`config.mk`:
```
export PLATFORM = sky130hd
export DESIGN_NAME = mem_arbiter
export DESIGN_NICKNAME = d
export VERILOG_FILES = /design/src/rtl/mem_arbiter.sv
export SDC_FILE = /design/constraint.sdc
export NUM_CORES = 1
export LEC_CHECK = 0
export ABC_CLOCK_PERIOD_IN_PS = 1700
export CAP_MARGIN = 20
export CORE_MARGIN = 5
export CORE_UTILIZATION = 24
export CTS_CLUSTER_DIAMETER = 200
export DETAILED_ROUTE_END_ITERATION = 8
export PLACE_DENSITY = 0.76
export SLEW_MARGIN = 5
export SYNTH_ARGS = -nofsm -noshare
export SYNTH_HDL_FRONTEND = slang
export SYNTH_SLANG_ARGS = --single-unit
```
`constraint.sdc`:
```
create_clock -name CLK -period 1.7 [get_ports CLK]
set_input_delay 0.17 -clock CLK [delete_from_list [all_inputs] [get_ports CLK]]
set_output_delay 0.17 -clock CLK [all_outputs]
set_load 0.005 [all_outputs]
```
`src/rtl/mem_arbiter.sv`:
```
// Arbitrates the MIPS core's instruction-fetch and data requesters onto one RAM port.
// D has priority, a starvation counter guarantees I progress, and a watchdog bounds every transaction.
module mem_arbiter #(
  parameter int ADDR_W     = 32,
  parameter int DATA_W     = 32,
  parameter int STARVE_MAX = 4,
  parameter int TIMEOUT    = 255
) (
  input  logic              CLK,
  input  logic              RST,
  input  logic              iREN,
  input  logic [ADDR_W-1:0] iaddr,
  output logic              iwait,
  output logic [DATA_W-1:0] iload,
  input  logic              dREN,
  input  logic              dWEN,
  input  logic [ADDR_W-1:0] daddr,
  input  logic [DATA_W-1:0] dstore,
  output logic              dwait,
  output logic [DATA_W-1:0] dload,
  output logic              ramREN,
  output logic              ramWEN,
  output logic [ADDR_W-1:0] ramaddr,
  output logic [DATA_W-1:0] ramstore,
  input  logic [DATA_W-1:0] ramload,
  input  logic [1:0]        ramstate,
  output logic              mem_err
);

  localparam int SC_W = (STARVE_MAX < 1) ? 1 : $clog2(STARVE_MAX + 1);
  localparam int TM_W = (TIMEOUT < 1) ? 1 : $clog2(TIMEOUT + 1);
  localparam logic [SC_W-1:0] STARVE_LIM = SC_W'(STARVE_MAX);
  localparam logic [TM_W-1:0] TMO_LIM    = TM_W'(TIMEOUT);
  localparam logic [1:0] RS_ACCESS = 2'd2;
  localparam logic [1:0] RS_ERROR  = 2'd3;

  typedef enum logic [1:0] {IDLE = 2'd0, ISERV = 2'd1, DSERV = 2'd2} state_t;

  state_t          state_q, state_d;
  logic [SC_W-1:0] starve_cnt_q, starve_cnt_d;
  logic [TM_W-1:0] tmo_cnt_q, tmo_cnt_d;
  logic            mem_err_q, mem_err_d;

  logic dreq, in_serv, own_req, access, fault, done;

  // Completion, error and abort are only meaningful for the requester currently owning the port.
  always_comb begin
    dreq    = dREN | dWEN;
    in_serv = (state_q != IDLE);
    own_req = 1'b0;
    if (state_q == ISERV) own_req = iREN;
    if (state_q == DSERV) own_req = dreq;
    access  = in_serv && own_req && (ramstate == RS_ACCESS);
    fault   = in_serv && own_req && !access &&
              ((ramstate == RS_ERROR) || (tmo_cnt_q == TMO_LIM));
    done    = access | fault;
  end

  always_ff @(posedge CLK) begin
    if (RST) begin
      state_q      <= IDLE;
      starve_cnt_q <= '0;
      tmo_cnt_q    <= '0;
      mem_err_q    <= 1'b0;
    end else begin
      state_q      <= state_d;
      starve_cnt_q <= starve_cnt_d;
      tmo_cnt_q    <= tmo_cnt_d;
      mem_err_q    <= mem_err_d;
    end
  end

  always_comb begin
    state_d      = state_q;
    starve_cnt_d = starve_cnt_q;
    tmo_cnt_d    = tmo_cnt_q;
    mem_err_d    = mem_err_q | fault;
    case (state_q)
      IDLE: begin
        if (dreq && !(iREN && (starve_cnt_q == STARVE_LIM))) begin
          state_d   = DSERV;
          tmo_cnt_d = '0;
          if (!iREN)
            starve_cnt_d = '0;
          else if (starve_cnt_q != STARVE_LIM)
            starve_cnt_d = starve_cnt_q + SC_W'(1);
        end else if (iREN) begin
          state_d      = ISERV;
          tmo_cnt_d    = '0;
          starve_cnt_d = '0;
        end
      end
      ISERV, DSERV: begin
        if (!own_req || done)
          state_d = IDLE;
        else
          tmo_cnt_d = tmo_cnt_q + TM_W'(1);
      end
      default: state_d = IDLE;
    endcase
  end

  // RAM-side outputs follow the live requester inputs; everything is forced quiet while RST is high.
  always_comb begin
    ramREN   = 1'b0;
    ramWEN   = 1'b0;
    ramaddr  = '0;
    ramstore = '0;
    iload    = '0;
    dload    = '0;
    iwait    = iREN;
    dwait    = dreq;
    if (!RST) begin
      case (state_q)
        ISERV: begin
          if (iREN) begin
            ramREN  = 1'b1;
            ramaddr = iaddr;
          end
          if (done) iwait = 1'b0;
          if (access) iload = ramload;
        end
        DSERV: begin
          if (dreq) begin
            ramaddr = daddr;
            if (dWEN) begin
              ramWEN   = 1'b1;
              ramstore = dstore;
            end else begin
              ramREN = 1'b1;
            end
          end
          if (done) dwait = 1'b0;
          if (access && !dWEN) dload = ramload;
        end
        default: ;
      endcase
    end
  end

  assign mem_err = mem_err_q;

endmodule

```
# After elaboration in Yosys (flattened, before gate mapping)
# Cells that the tools add are included.
[classes]
mux = 43
n_reduce_logical = 21
n_bitwise = 3
addsub = 2
n_eq_ne = 11
[op_table]
columns = ["op", "count"]
rows = [
  ["$mux 32", 13],
  ["$pmux 32 s2", 1],
  ["$mux 8", 3],
  ["$mux 1", 16],
  ["$pmux 8 s2", 1],
  ["$mux 3", 4],
  ["$add 8x1->8 const B", 1],
  ["$eq 8x8->1 const B", 1],
  ["$logic_and 1x1->1", 7],
  ["$eq 2x2->1 const B", 3],
  ["$mux 2", 3],
  ["$ne 3x3->1 const B", 2],
  ["$reduce_and 3->1", 2],
  ["$reduce_bool 2->1", 3],
  ["$logic_not 1->1", 4],
  ["$ne 2x2->1 const B", 2],
  ["$pmux 2 s2", 1],
  ["$add 3x1->3 const B", 1],
  ["$eq 3x3->1 const B", 1],
  ["$ne 3x2->1 const B", 1],
  ["$or 1x1->1", 3],
  ["$eq 2x1->1 const B", 1],
  ["$logic_not 2->1", 1],
  ["$logic_or 1x1->1", 2],
  ["3 further kinds", 3],
]
[totals]
output_inout_bits = 133
word_cells = 84
regBits = 14
input_bits = 135

# Longest topological paths before layout
# Gate-level depths: netlist of the first run.
[depth]
ltp_word = 12
mapped_depth = 7
mapped_depth_nobuf = 6

# Worst setup path before layout of the first run
# OpenSTA, ideal clock, no wires.
[synth_timing]
kind = "register -> register"
start = "register state_q[0]"
end = "register tmo_cnt_q[5]"
path_buffers = 1
required_time_ps = 1583
stages_incl_launch_ff = 8
setup_slack_ps = -167
setup_time_ps = 117
period_less_slack_ps = 1867
arrival_time_ps = 1749
cell_sequence = "dfxtp_1 -> inv_1 -> ha_1 -> buf_4 -> inv_2 -> a22o_1 -> or4b_1 -> a32o_1"
[synth_between]
elab_chain_len = 12
word_cells_on_any_way = 20
classes_between = "eq/ne (4); mux (3); bitwise (1); reduce/logical (12)"
[synth_lines]
columns = ["element", "line", "text"]
rows = [
  ["from (decl)", "39", "state_t state_q, state_d;"],
  ["from (signal assigned)", "66", "state_q <= state_d;"],
  ["$eq 2x1->1", "51, 78", ""],
  ["$mux 1", "51", "if (state_q == ISERV) own_req = iREN;"],
  ["$mux 1", "52", "if (state_q == DSERV) own_req = dreq;"],
  ["$logic_and 1x1->1", "53, 54", ""],
  ["$logic_and 1x1->1", "53", "access = in_serv && own_req && (ramstate == RS_ACCESS);"],
  ["$logic_not 1->1", "54", "fault = in_serv && own_req && !access &&"],
  ["$logic_and 1x1->1 (2 in series)", "54", ""],
  ["$or 1x1->1", "56", "done = access | fault;"],
  ["$logic_or 1x1->1", "94", "if (!own_req || done)"],
  ["$ne 2x2->1 (no source line)", "-", ""],
  ["$reduce_and 3->1 (no source line)", "-", ""],
  ["to (signal assigned)", "68", "tmo_cnt_q <= tmo_cnt_d;"],
  ["to (decl)", "41", "logic [TM_W-1:0] tmo_cnt_q, tmo_cnt_d;"],
]
# Parallel ways exist; a longest one is shown, timed or not.
# A chain may end at the register's enable or synchronous reset.

# Worst setup path after layout of the first run
[layout_timing]
start = "register state_q[0]"
end = "output dload[3]"
[layout_between]
elab_chain_len = 9
word_cells_on_any_way = 11
classes_between = "eq/ne (2); mux (5); reduce/logical (4)"
[layout_lines]
columns = ["element", "line", "text"]
rows = [
  ["$eq 2x1->1", "51", ""],
  ["$mux 1", "51", ""],
  ["$mux 1", "52", ""],
  ["$logic_and 1x1->1 (2 in series)", "53", ""],
  ["$logic_and 1x1->1", "134", "if (access && !dWEN) dload = ramload;"],
  ["$mux 32", "134", ""],
  ["$mux 32 (*)", "114", "case (state_q)"],
  ["$mux 32 (*)", "113", "if (!RST) begin"],
  ["to (decl)", "20", "output logic [DATA_W-1:0] dload,"],
]
# Mark *: on every way between the ends. The rest lies on a longest branch, timed or not.

==> flow_metrics.env, run 1 <==
export IMPL_synth_cells=305
export IMPL_clkLatencyLatePin_ps=260
export IMPL_root_buffer="clkbuf_8"
export IMPL_slew_headroom_pct=73.7
export IMPL_via_count=3938
export IMPL_yosys_area_top_type_share_pct=30.4
export IMPL_seq_area_um2=283
export IMPL_grt_pass1_vias=3981
export IMPL_io_pins=268
export IMPL_placed_cell_area_mm2=0.00518
export IMPL_cts_htree_levels=1
export IMPL_power_density_mw_per_mm2=314
export IMPL_ys_seq_elements=14
export IMPL_drive_gt1_share_pct=60.1
export IMPL_holdPathEnd="mem_err"
export IMPL_grt_overflow=0
export IMPL_final_setup_viol_count=142
export IMPL_die_w_um=103
export IMPL_track_usage_pct=25.1
export IMPL_postCtsHoldBufs=0
export IMPL_synthArstFlopShare_pct=0
export IMPL_nFillCells=556
export IMPL_crit_path_start_kind="flip-flop"
export IMPL_seqPwrFrac_pct=16.5
export IMPL_synth_compound_area_share_pct=27.8
export IMPL_violations="negative setup slack"
export IMPL_yosysSeqAreaShare_pct=13.5
export IMPL_switchingPower_uw=695
export IMPL_coreArea_mm2=0.00859
export IMPL_ys_warn_count=0
export IMPL_min_from="mem_err"
export IMPL_crit_arrival_ps=2230
export IMPL_syn_avg_cell_area_um2=6.81
export IMPL_drv_cap=0
export IMPL_drt_wl_total_mm=15.9
export IMPL_yosys_area_share_simple_pct=47.3
export IMPL_final_area_mm2=0.00671
export IMPL_synth_top_family_by_area="simple AND/OR/NAND/NOR gates"
export IMPL_p_leak_uw=0.00300
export IMPL_hold_depth=2
export IMPL_internal_power_uw=1410
export IMPL_critical_path_required_ps=1530
export IMPL_drc=0
export IMPL_syn_nets=446
export IMPL_ff2ff_path_depth=11
export IMPL_synth_edf_count=0
export IMPL_layout_setup_ws_ps=-699
export IMPL_status="complete, but fails checks"
export IMPL_drt_pass1_iterations=4
export IMPL_grt_setup_unrepaired="yes"
export IMPL_multi_input_area_mm2=0.00224
export IMPL_die_h_um=103
export IMPL_netlist_area_mm2=0.00208
export IMPL_synthMuxAreaShare_pct=0.963
export IMPL_tightest_slew_ps=391
export IMPL_synth_distinct_cells=51
export IMPL_cp_max_fo=7
export IMPL_vdd_ir_drop_max_v=0.000294
export IMPL_wl_per_cell_um=20.4
export IMPL_synth_most_common_cell="and2_1"
export IMPL_synth_main_ff_cell="dfxtp_1"
export IMPL_yosys_area_top_type="and2_1"
export IMPL_min_period_ps=2400
export IMPL_synth_common_cells="and2_1 (101), nor2_1 (40), a22oi_1 (33)"
export IMPL_final_hold_viol_count=0
export IMPL_cts_tree="built"
export IMPL_start_util_pct=24.2
export IMPL_p_comb_share_pct=66.7
export IMPL_reg2reg_from="state_q[0]"
export IMPL_fin_nets=817
export IMPL_synthAdderAreaFrac_pct=3.61
export IMPL_antenna_found_initial=0
export IMPL_switching_share_pct=33.0
export IMPL_final_period_utilization_pct=141
export IMPL_clkSinkCount=14
export IMPL_drtIter0Drc=131
export IMPL_whs_ps=493
export IMPL_r2r_end="tmo_cnt_q[7]"
export IMPL_netlist_top_cells_area="and2_1 (30%), dfxtp_1 (13%), a22oi_1 (12%)"
export IMPL_crit_type="reg2out"
export IMPL_clockBufferDepth=2
export IMPL_numCtsBuffers=3
export IMPL_fmax_mhz=417
export IMPL_r2r_slack_ps=-420
export IMPL_maxSlewViolCount=0
export IMPL_area_delta_synth_final_pct=223
export IMPL_dieArea_mm2=0.0106
export IMPL_synth_xor_area_share_pct=0
export IMPL_numPortBuffers=267
export IMPL_grt_pass1_wl_mm=20.5
export IMPL_rows=34
export IMPL_insertedDiodeCount=0
export IMPL_hold_class="reg2reg"
export IMPL_globalplace_congestion=0.850
export IMPL_ant_nets=0
export IMPL_path_clk_slew_ps=70
export IMPL_hpwl_mm=9.91
export IMPL_p_clk_share_pct=16.8
export IMPL_grt_start_max_net_pins=33
export IMPL_clock_skew_ps=3.37
export IMPL_end_kind="output pin"
export IMPL_viasPerCell=5.03
==> logic make-up (layout without fill, tap and decap cells) <==
logic type                 count (synthesis)  after routing
muxes                                      2              2
adders and majority gates                  6              6
DFF                                       14             14
buffers and inverters                     33            403
AOI/OAI and AO/OA                         78             78
and+or+nand+nor                          172            172
==> power groups by stage <==
stage	Combinational, µW	Sequential, µW	Clock [µW]
floorplan	312	353	0
global placement	890	352	0
detailed placement	909	353	0
CTS	1280	347	347
global route	1480	348	371
finish	1410	348	355
==> metal layers <==
metal	vias up	track usage (%)	wire length, µm
li1	1814	-	-
met2	255	48.5	8550
met1	1817	24.3	5200
met4	0	13.2	801
met5	-	0	0
met3	52	5.89	1390
==> worst max-delay path: stages (launching register included) <==
cell and delay, ps:
dfxtp_2 330, inv_2 50, ha_4 180, nand3b_4 170, a211oi_4 280, and4b_2 310, buf_6 120, buf_6 100
buf_12 110, buf_6 90, and2_4 130, buf_6 90
==> per-stage QoR <==
step / total power, µW / setup slack [ps] / utilization, % / TNS [ps] / instances
after floorplan: 665 / -80.2 / - / -3900 / 305
after global placement: 1240 / -757 / 60.3 / -72790 / 697
after detailed placement: 1260 / -793 / 60.3 / -76580 / 697
after CTS: 1970 / -782 / 71.9 / -55790 / 760
after global routing: 2190 / -782 / 78.1 / -76660 / 783
final: 2110 / -699 / 78.1 / -67080 / 783
==> layout make-up <==
cell class / count / share of cell area, %
Clock buffer: 4 / 0.821
Multi-Input combinational cell: 258 / 33.4
Sequential cell: 14 / 4.21
Tap cell: 108 / 2.01
Timing Repair Buffer: 392 / 59.2
Inverter: 7 / 0.392
==> cells in the final DEF, fill, tap and decap left out, types with 2 or more instances in the layout <==
| master | n |
|---|---|
| buf_2 | 57 |
| dfxtp_1 | 12 |
| o21ai_0 | 3 |
| o31ai_1 | 2 |
| a22oi_2 | 32 |
| ha_4 | 3 |
| a211oi_2 | 3 |
| buf_8 | 7 |
| inv_1 | 4 |
| nand4_1 | 2 |
| clkbuf_16 | 6 |
| nand2_1 | 7 |
| buf_12 | 12 |
| dlygate4sd2_1 | 2 |
| clkdlybuf4s15_2 | 3 |
| and2_1 | 28 |
| inv_2 | 3 |
| clkdlybuf4s50_1 | 133 |
| nand2b_4 | 2 |
| mux2i_1 | 2 |
| clkbuf_8 | 4 |
| and2_4 | 73 |
| a21oi_2 | 3 |
| nand2b_1 | 2 |
| dfxtp_2 | 2 |
| buf_6 | 116 |
| buf_16 | 4 |
| a21oi_1 | 8 |
| clkbuf_2 | 2 |
| ha_1 | 3 |
| buf_4 | 49 |
| nor2_1 | 39 |
| a311oi_2 | 2 |
| and4b_2 | 2 |
| nand3_1 | 3 |
==> worst max path at each step <==
stage / from / slack (ps) / endpoint / depth (start not counted)
2_1_floorplan: state_q[0] / -80 / tmo_cnt_q[5] / 7
3_3_place_gp: iREN / -760 / iload[21] / 7
3_5_place_dp: iREN / -790 / iload[21] / 7
4_1_cts: state_q[0] / -780 / iload[4] / 8
5_1_grt: state_q[0] / -780 / dload[2] / 11
6_report: state_q[0] / -700 / dload[3] / 11
==> state kept, by name (all words and copies together), names as in the netlist <==
name	flops
state_q	2
starve_cnt_q	3
mem_err	1
tmo_cnt_q	8
==> timing repair <==
item / in CTS / in global routing
gates resized for setup: 668 / 155
pin swaps: 63 / 67
endpoints found under the setup margin: 141 / 144
buffers inserted: 48 / 27
hold endpoints to repair: 0 / 0
gates cloned: 12 / 5
(Power assumes the default switching activity.)
==> run 2, diff against run 1 <==
--- a/config.mk
+++ b/config.mk
@@ -11,6 +11,7 @@
 export CORE_UTILIZATION = 24
 export CTS_CLUSTER_DIAMETER = 200
 export DETAILED_ROUTE_END_ITERATION = 8
+export HOLD_SLACK_MARGIN = 0.06
 export PLACE_DENSITY = 0.76
 export SLEW_MARGIN = 5
 export SYNTH_ARGS = -nofsm -noshare
==> constraint.sdc (replaced) <==
create_clock -name CLK -period 1.7 [get_ports CLK]
set_input_delay 0.34 -clock CLK [delete_from_list [all_inputs] [get_ports CLK]]
set_output_delay 0.34 -clock CLK [all_outputs]
set_load 0.005 [all_outputs]
==> run 2 against run 1 <==
Against the previous run:
- the run still ends with negative setup slack left
- first-iteration DRC count rose by 11%
- routed wire length is 5.8% lower
- fmax shrank 0.46%
- clock skew rose by 3.3 ps
- die area unchanged
- hold slack better by 7.3 ps
- cell area down 8.4%
- critical path depth grew 1
- total power decreased by 3.4%
- critical endpoint is now ramaddr[28]
==> flow_metrics.env, run 2 (synthesis gave the netlist of run 1 again) <==
export IMPL_mostFrequentLayoutCell="clkdlybuf4s50_1"
export IMPL_crit_arrival_ps=2070
export IMPL_drv_cap=0
export IMPL_hpwl_mm=10.4
export IMPL_grt_overflow=0
export IMPL_via_count=3824
export IMPL_cts_htree_levels=1
export IMPL_wl_per_cell_um=20.0
export IMPL_globalplace_congestion=0.892
export IMPL_status="complete, but fails checks"
export IMPL_numCtsBuffers=3
export IMPL_tightest_slew_ps=437
export IMPL_die_w_um=103
export IMPL_final_setup_viol_count=142
export IMPL_drive_gt1_share_pct=56.4
export IMPL_fin_nets=784
export IMPL_coreArea_mm2=0.00859
export IMPL_largest_reg_flops=8
export IMPL_path_clk_slew_ps=70
export IMPL_maxSlewViolCount=0
export IMPL_antenna_found_initial=2
export IMPL_track_usage_pct=26.1
export IMPL_root_buffer="clkbuf_8"
export IMPL_top_regs="tmo_cnt_q x8, starve_cnt_q x3, state_q x2"
export IMPL_io_pins=268
export IMPL_top_register="tmo_cnt_q"
export IMPL_drt_pass1_iterations=4
export IMPL_numPortBuffers=267
export IMPL_critical_path_required_ps=1360
export IMPL_crit_path_start_kind="flip-flop"
export IMPL_slew_headroom_pct=70.9
export IMPL_drc=0
export IMPL_viasPerCell=5.09
export IMPL_power_density_mw_per_mm2=331
export IMPL_drtIter0Drc=146
export IMPL_p_leak_uw=0.00277
export IMPL_hold_class="reg2reg"
export IMPL_layout_cells_non_filler=752
export IMPL_violations="negative setup slack"
export IMPL_die_h_um=103
export IMPL_rows=34
export IMPL_grt_pass1_vias=3945
export IMPL_grt_busiest_layer="met2"
export IMPL_use_met3_pct=5.21
export IMPL_grt_start_max_net_pins=17
export IMPL_clockBufferDepth=2
export IMPL_grtUsageMet1_pct=27.1
export IMPL_dieArea_mm2=0.0106
export IMPL_clkSinkCount=14
export IMPL_crit_type="reg2out"
export IMPL_clock_skew_ps=6.65
export IMPL_dpl_cell_count=699
export IMPL_ant_nets=0
export IMPL_end_kind="output pin"
export IMPL_fmax_mhz=415
export IMPL_vdd_ir_drop_max_v=0.000264
export IMPL_power_uw=2040
export IMPL_min_period_ps=2410
export IMPL_area_delta_synth_final_pct=196
export IMPL_start_util_pct=24.2
export IMPL_clkLatencyLatePin_ps=260
export IMPL_final_cell_mix="clkdlybuf4s50_1 (131), buf_6 (78), buf_2 (73)"
export IMPL_drt_wl_total_mm=15.0
export IMPL_grt_setup_unrepaired="yes"
export IMPL_grt_pass1_wl_mm=21.3
export IMPL_layout_setup_ws_ps=-710
export IMPL_postCtsHoldBufs=0
export IMPL_cts_tree="built"
export IMPL_final_period_utilization_pct=142
export IMPL_grt_met2_usage_pct=49.2
export IMPL_final_hold_viol_count=0
export IMPL_cp_max_fo=8
==> run 2: final cells by class <==
cell class,count,area [µm²]
Timing Repair Buffer,358,3460
Fill cell,640,2450
Multi-Input combinational cell,259,2180
Sequential cell,14,283
Tap cell,108,135
Clock buffer,4,55.1
Inverter,7,28.8
Antenna cell,2,5.00
==> run 2: repair_timing <==
| item | in CTS | in global routing |
|---|---|---|
| gates resized for setup | 643 | 131 |
| cloned | 14 | 0 |
| pin swaps | 35 | 49 |
| endpoints found under the setup margin | 145 | 144 |
| buffers inserted | 33 | 13 |
==> run 2: worst max-delay path: stages (launching register included) <==
cell	delay (ps)
dfxtp_2	390
inv_4	70
ha_4	170
buf_6	110
and2_4	140
buf_4	140
buf_12	120
buf_12	120
buf_12	130
buf_4	130
a22oi_2	100
nor2_1	50
buf_2	130
==> run 2: metrics by stage <==
step	util (%)	TNS (ps)	worst slack [ps]	hold WS, ps	cell area, µm²
4_1_cts	68.6	-80670	-811	508	5890
6_report	71.5	-73300	-710	500	6150
3_5_place_dp	60.8	-122100	-1040	489	5220
3_3_place_gp	60.8	-120640	-1020	459	5220
5_1_grt	71.5	-81370	-791	525	6150
2_1_floorplan	-	-7580	-131	460	2140
==> run 2: report_power, final <==
group	switching (µW)	total [µW]	leakage [µW]	internal, µW
registers	10.0	349	0.000114	339
clock network	156	362	0.0000288	206
logic	518	1320	0.00262	807
==> run 2: path summary, 6_finish.rpt <==
path / depth (start not counted) / slack [ps] / endpoint / startpoint
setup / recovery: 12 / -710 / ramaddr[28] / state_q[1]
hold / removal: 2 / 500 / mem_err / mem_err
hold reg to reg: 2 / 500 / mem_err / mem_err
setup reg to reg: 11 / -380 / tmo_cnt_q[7] / state_q[1]
==> run 2: metal layers <==
metal	share of wire (%)	routed length, µm
met5	0	0
met4	4.2	624
met3	9.0	1350
met2	53	7920
met1	34	5130
